--- src/rtl/serial_bit_feeder.sv ---
// Parallel-to-serial feeder: takes words on a valid/ready handshake and shifts them out MSB first.
// Optional even-parity bit after the data bits is enabled by defining SER_PARITY_EN.
module serial_bit_feeder #(
  parameter int WIDTH = 8,
  parameter int DIV   = 1
) (
  input  logic             clk,
  input  logic             rst,
  input  logic [WIDTH-1:0] in_data,
  input  logic             in_valid,
  output logic             in_ready,
  output logic             x_out,
  output logic             x_valid,
  output logic             busy,
  output logic             frame_done,
  output logic [1:0]       state_dbg
);

  // Handshake: a word transfers on a rising clk edge where in_valid and in_ready are both high;
  // in_ready is only high when idle or in the final clk of a frame, and nothing is buffered.

  localparam int BW = (WIDTH > 1) ? $clog2(WIDTH) : 1;
  localparam int CW = (DIV > 1) ? $clog2(DIV) : 1;
  localparam logic [BW-1:0] BIT_LAST = BW'(WIDTH - 1);
  localparam logic [CW-1:0] DIV_LAST = CW'(DIV - 1);

  typedef enum logic [1:0] {
    IDLE   = 2'd0,
    SHIFT  = 2'd1
`ifdef SER_PARITY_EN
    , PARITY = 2'd2
`endif
  } state_t;

  state_t            state, state_n;
  logic [WIDTH-1:0]  shreg, shreg_n;
  logic [BW-1:0]     bit_cnt, bit_cnt_n;
  logic [CW-1:0]     div_cnt, div_cnt_n;
  logic              last_cycle;
  logic              accept;

`ifdef SER_PARITY_EN
  logic              par, par_n;
  assign last_cycle = (state == PARITY) && (div_cnt == '0);
  assign x_out      = ((state == SHIFT) && shreg[WIDTH-1]) || ((state == PARITY) && par);
`else
  assign last_cycle = (state == SHIFT) && (bit_cnt == '0) && (div_cnt == '0);
  assign x_out      = (state == SHIFT) && shreg[WIDTH-1];
`endif

  assign in_ready   = rst && ((state == IDLE) || last_cycle);
  assign accept     = in_valid && in_ready;
  assign x_valid    = (state != IDLE) && (div_cnt == DIV_LAST);
  assign busy       = (state != IDLE);
  assign frame_done = last_cycle;
  assign state_dbg  = state;

  always_comb begin
    state_n   = state;
    shreg_n   = shreg;
    bit_cnt_n = bit_cnt;
    div_cnt_n = div_cnt;
`ifdef SER_PARITY_EN
    par_n     = par;
`endif
    case (state)
      IDLE: ;
      SHIFT: begin
        if (div_cnt != '0) begin
          div_cnt_n = div_cnt - CW'(1);
        end else if (bit_cnt != '0) begin
          shreg_n   = {shreg[WIDTH-2:0], 1'b0};
          bit_cnt_n = bit_cnt - BW'(1);
          div_cnt_n = DIV_LAST;
        end else begin
`ifdef SER_PARITY_EN
          state_n   = PARITY;
          div_cnt_n = DIV_LAST;
`else
          state_n   = IDLE;
`endif
        end
      end
`ifdef SER_PARITY_EN
      PARITY: begin
        if (div_cnt != '0) div_cnt_n = div_cnt - CW'(1);
        else               state_n   = IDLE;
      end
`endif
      default: state_n = IDLE;
    endcase
    // A load at the end of a frame overrides the return to IDLE, giving gapless streaming.
    if (accept) begin
      state_n   = SHIFT;
      shreg_n   = in_data;
      bit_cnt_n = BIT_LAST;
      div_cnt_n = DIV_LAST;
`ifdef SER_PARITY_EN
      par_n     = ^in_data;
`endif
    end
  end

  always_ff @(posedge clk or negedge rst) begin
    if (!rst) begin
      state   <= IDLE;
      shreg   <= '0;
      bit_cnt <= '0;
      div_cnt <= '0;
`ifdef SER_PARITY_EN
      par     <= 1'b0;
`endif
    end else begin
      state   <= state_n;
      shreg   <= shreg_n;
      bit_cnt <= bit_cnt_n;
      div_cnt <= div_cnt_n;
`ifdef SER_PARITY_EN
      par     <= par_n;
`endif
    end
  end

endmodule
--- config.mk ---
export PLATFORM = sky130hd
export DESIGN_NAME = serial_bit_feeder
export DESIGN_NICKNAME = d
export VERILOG_FILES = /design/src/rtl/serial_bit_feeder.sv
export SDC_FILE = /design/constraint.sdc
export NUM_CORES = 1
export LEC_CHECK = 0
export ABC_AREA = 1
export ABC_CLOCK_PERIOD_IN_PS = 1100
export BUFFER_PORTS_ARGS = -buffer_cell sky130_fd_sc_hd__buf_2
export CORE_MARGIN = 8
export CORE_UTILIZATION = 32
export CTS_CLUSTER_DIAMETER = 150
export DETAILED_ROUTE_END_ITERATION = 8
export PLACE_DENSITY_LB_ADDON = 0.2
export SKIP_CTS_REPAIR_TIMING = 1
export SYNTH_ARGS = -nofsm -noshare
export SYNTH_HDL_FRONTEND = slang
export SYNTH_SLANG_ARGS = --single-unit
--- constraint.sdc ---
create_clock -name clk -period 1.1 [get_ports clk]
set_clock_uncertainty 0.05 [all_clocks]
set_input_delay 0.165 -clock clk [delete_from_list [all_inputs] [get_ports clk]]
set_output_delay 0.165 -clock clk [all_outputs]
set_load 0.02 [all_outputs]
Yosys cells after proc, flatten, opt, wreduce, memory -nomap -nowiden --
Cells that the tools add are included.
Cells by class: $add $sub $neg 2, equal/unequal tests 5, mux-type cells 15, bitwise gates (word level) 1, reductions and logical operators 15
Operators by type and width (number):
- 8-bit 2-to-1 mux | 4
- 3-bit 2-to-1 mux | 4
- 1-bit logical AND | 6
- 2-bit 2-to-1 mux | 3
- 3-bit inequality test (second input constant) | 2
- 3-bit AND reduction | 2
- 2-bit nonzero test | 3
- 2-bit one-hot mux with 2 select lines | 1
- 3-bit logical NOT | 1
- 1-bit 2-to-1 mux | 3
- 3-bit nonzero test | 1
- 3-bit by 1-bit subtractor with 3-bit output (second input constant) | 1
- 2-bit by 1-bit equality test with 1-bit output (second input constant) | 1
- 2-bit logical NOT | 1
- 2-bit by 1-bit inequality test with 1-bit output (second input constant) | 1
- 2-bit inequality test (second input constant) | 1
- 1-bit logical OR | 1
- 1-bit NOT | 1
- 1-bit subtractor (second input constant) | 1
Word-level totals: bits in registers 14, bits of input ports 11, output and inout port bits 7, word-level logic and storage cells 42

Logic depth before layout (Yosys ltp) --
depth after elaboration 8, gate-level depth with buffers 8, gate-level depth less buffers 8

Worst setup path before layout --
OpenSTA, ideal clock, no wires.
path kind reg2out, start register bit_cnt[0], end output port in_ready, arrival time 1197 ps, required time 885 ps, setup slack -312 ps, stages on the path, launching flop included 8, buffers on the path 1, cells stage by stage dfrtp_1 inv_1 ha_1 nand2_2 nand2_4 inv_2 buf_6 nor2_1
Between the ends: cells in the longest elaborated chain, start to end 5
RTL lines:
- start: declaration | line 37 | logic [BW-1:0] bit_cnt, bit_cnt_n;
- start signal: assignment | line 116 | bit_cnt <= bit_cnt_n;
- 3-bit logical NOT | line 47 | assign last_cycle = (state == SHIFT) && (bit_cnt == '0) && (div_cnt == '0);
- 1-bit logical AND (2 in a row) | line 47
- 1-bit logical OR | line 51 | assign in_ready = rst && ((state == IDLE) || last_cycle);
- 1-bit logical AND | line 51
- end: declaration | line 11 | output logic in_ready,
No other way between the ends.

Final worst setup path --
start register bit_cnt[0], end output port frame_done
Between the ends: cells in the longest elaborated chain, start to end 3
RTL lines:
- 3-bit logical NOT | line 47
- 1-bit logical AND (2 in a row) | line 47
- end: declaration | line 15 | output logic frame_done,
No other way between the ends.

==> impl_results.md <==
* Run status: finished with violations
* Failing checks: setup timing
* Worst hold path class: in2reg
* RR Startpoint: bit_cnt[0]
* Final period util at 1.34
* Initial antenna violation count at 0
* Static leakage at about 0.00050 µW
* Post-DRT Antenna Nets at 0
* Initial Util at 0.327
* Power Internal at between 1500 and 2000 µW
* CP max stage cell: dfrtp_1
* Max_cap viols at 0
* Crit path from: bit_cnt[0]
* Routed WL at 1.65 mm
* PD cells at 2800 nW/µm²
* Synthesis-to-finish area growth at 38.0%
* VDD IR max at roughly 1.5 mV
* Final Setup Violations at 18
* DR vias at about 630
* Most used DFF post-synth: dfrtp_1
* Routability congestion estimate at ~0.79
* Post-DR vias/cell at between 4 and 5
* Total Nets Final at approximately 120
* Sequential share of power at 0.278
* Die area at slightly below 4000 µm²
* Drt pass-1 iters at 3
* # diodes at 0
* Req. time, crit path at roughly 0.9 ns
* Simple-Gate Fraction of Synth Area at 0.294
* Critical-path cell list: inv_2, ha_4, nand2_4, buf_4, nor2_4, buf_6
* Wire length per cell at ~12 µm
* Die height at 62.8 µm
* Mapped Nets at 91
* Overall Power at ~2700 µW
* Worst-path clk slew at ~0.080 ns
* Number of synthesized flops with an enable pin at 0
* Yosys cell types at 16
* Count leader, synth: nand2_1
* DP Worst Slack at -0.157 ns
* Hold Fails Final Rpt at 0
* First DRT Iteration DRCs at 9
* Clock Tree Buf Depth at 2
* WS Path Type: reg2out
* Vias in the first global route at 654
* Ys async rst share at 1.00
* Core Footprint at around 2100 µm²
* WP data arrival at roughly 1.3 ns
* P_sw at approximately 1100 µW
* Switching Share at 0.411
* Buffers on Ports at 16
* Critical path's largest stage delay at about 0.39 ns
* Minimum clock period at between 1 and 1.5 ns
* Synth warnings at 0
* Synth Area in Compound Gates at 0.0927
* Combinational share of power at 0.591
* Hold path startpoint: in_data[0]
* Placement row count at 17
* Min setup slack post-route at -0.378 ns
* Unrepaired setup endpoints after global routing: true
* Syn Std Cell Area at about 700 µm²
* Layout cells sized above 1 at 0.467
* Reg area at ~300 µm²
* Crit-path max FO at 2
* Die width at 62.8 µm
* Area contributors post-synth: dfrtp_1, nand2_1, o211ai_1, nand4_1, nand3_1
* Largest net degree at the start of global routing at 19
* CTS tree: built
* Multi-input gate area at 340 µm²
* Total grt overflow at 0
* Filler instances at between 200 and 250
* Fin. max-slew vios at 0
* Cell taking the most area after synthesis: dfrtp_1
* Clock Sinks at 12
* Clock latency on the worst-skew pair at roughly 0.27 ns
* Syn Area/Cell at around 9 µm²
* Clock root cell: clkbuf_4
* Total CTS buffers at 3
* Mux cell area share after synthesis at 0
* Synthesis-stage register bit count at 12
* Post-DP HPWL at between 1 and 1.5 mm
* Crit path launch type: flop
* Synth Area in Adders at 0.0357
* Fmax at around 680 MHz
* Clk pwr share at 0.130
* Xor/xnor share of the synthesized area at 0
* DR DRC count at 0
* Area share of the largest cell type after synthesis at 0.428
* Critical Path Sink Type: output port
* Top Ports at 18
* Mapped Cells at 78
* Final hold slack at around 0.088 ns
* Gr usage total at 0.0842
* First-pass GRT wire length at approximately 2.8 mm
* Sequential share of the synthesized area at 0.428
* CTS H-tree lvls at 1
* Synth cell count leaders: nand2_1, dfrtp_1, nand3_1
* Largest family of logic cells by synthesized area: simple AND/OR/NAND/NOR gates
routing by layer:
metal / vias up / GRT usage / share of wire
li1: 316 / - / -
met1: 296 / 0.0921 / 0.44
met2: 14 / 0.140 / 0.50
met3: 2 / 0.0466 / 0.056
met4: 0 / 0.0171 / 0.0054
met5: - / 0 / 0
cells in the final DEF, fill, tap and decap left out, types with 2 or more instances in the layout:
| cell type | netlist | routed |
|---|---|---|
| inv_2 | 2 | 3 |
| o211ai_1 | 7 | 7 |
| dfrtp_1 | 12 | 12 |
| nand2_4 | 1 | 2 |
| nand4_1 | 8 | 8 |
| nand3_2 | 3 | 4 |
| nand2_1 | 15 | 14 |
| inv_1 | 6 | 4 |
| nor2_4 | 0 | 2 |
| nand3_1 | 9 | 8 |
| buf_4 | 5 | 12 |
| buf_2 | 0 | 14 |
| buf_6 | 3 | 3 |
| clkbuf_4 | 0 | 3 |
area by class of cell:
cell class / instances / area share
Inverter: 8 / 0.0336
Clock buffer: 4 / 0.0375
Multi-Input combinational cell: 50 / 0.351
Tap cell: 28 / 0.0362
Sequential cell: 12 / 0.310
Timing Repair Buffer: 31 / 0.231
logic make-up after synthesis:
| logic type | Yosys count |
|---|---|
| simple gates | 39 |
| buf+inv | 16 |
| flops | 12 |
| compound gates | 8 |
| fa+ha+maj | 2 |
| other cells | 1 |
power by group through the flow:
| stage | logic [µW] | registers, µW | clock network (µW) |
|---|---|---|---|
| 2_1_floorplan | 1050 | 774 | 0 |
| 3_3_place_gp | 1410 | 754 | 0 |
| 3_5_place_dp | 1440 | 763 | 0 |
| 4_1_cts | 1450 | 753 | 370 |
| 5_1_grt | 1760 | 779 | 387 |
| 6_report | 1600 | 753 | 353 |
critical path, delay by kind of cell, from the launching register on:
| kind | cells | cell delay, ns |
|---|---|---|
| buffers and inverters | 3 | 0.34 |
| and+or+nand+nor | 2 | 0.13 |
| adders and majority gates | 1 | 0.14 |
| DFF | 1 | 0.39 |
registers in the layout, summed over array words and instances, names as in the netlist:
signal and count:
state_dbg 1, bit_cnt 3, shreg 8
worst paths after layout:
kind                               to  slack [ns]  cells after the start
max in group asynchronous  bit_cnt[1]        0.42                      3
min in group asynchronous    shreg[7]        0.23                      2
max                        frame_done       -0.38                      6
min reg2reg                  shreg[3]        0.45                      2
max reg2reg                  shreg[4]       -0.21                      8
min                          shreg[0]        0.09                      3
metrics by stage:
| step | cells | cell area (µm²) | TNS (ns) | util |
|---|---|---|---|---|
| after global routing | 133 | 968 | -4.45 | 0.451 |
| after floorplan | 78 | 727 | -0.644 | - |
| after detailed placement | 126 | 873 | -1.68 | 0.407 |
| after CTS | 130 | 910 | -3.12 | 0.423 |
| after global placement | 126 | 873 | -1.19 | 0.407 |
| final | 133 | 968 | -3.14 | 0.451 |
(Power assumes the default switching activity.)
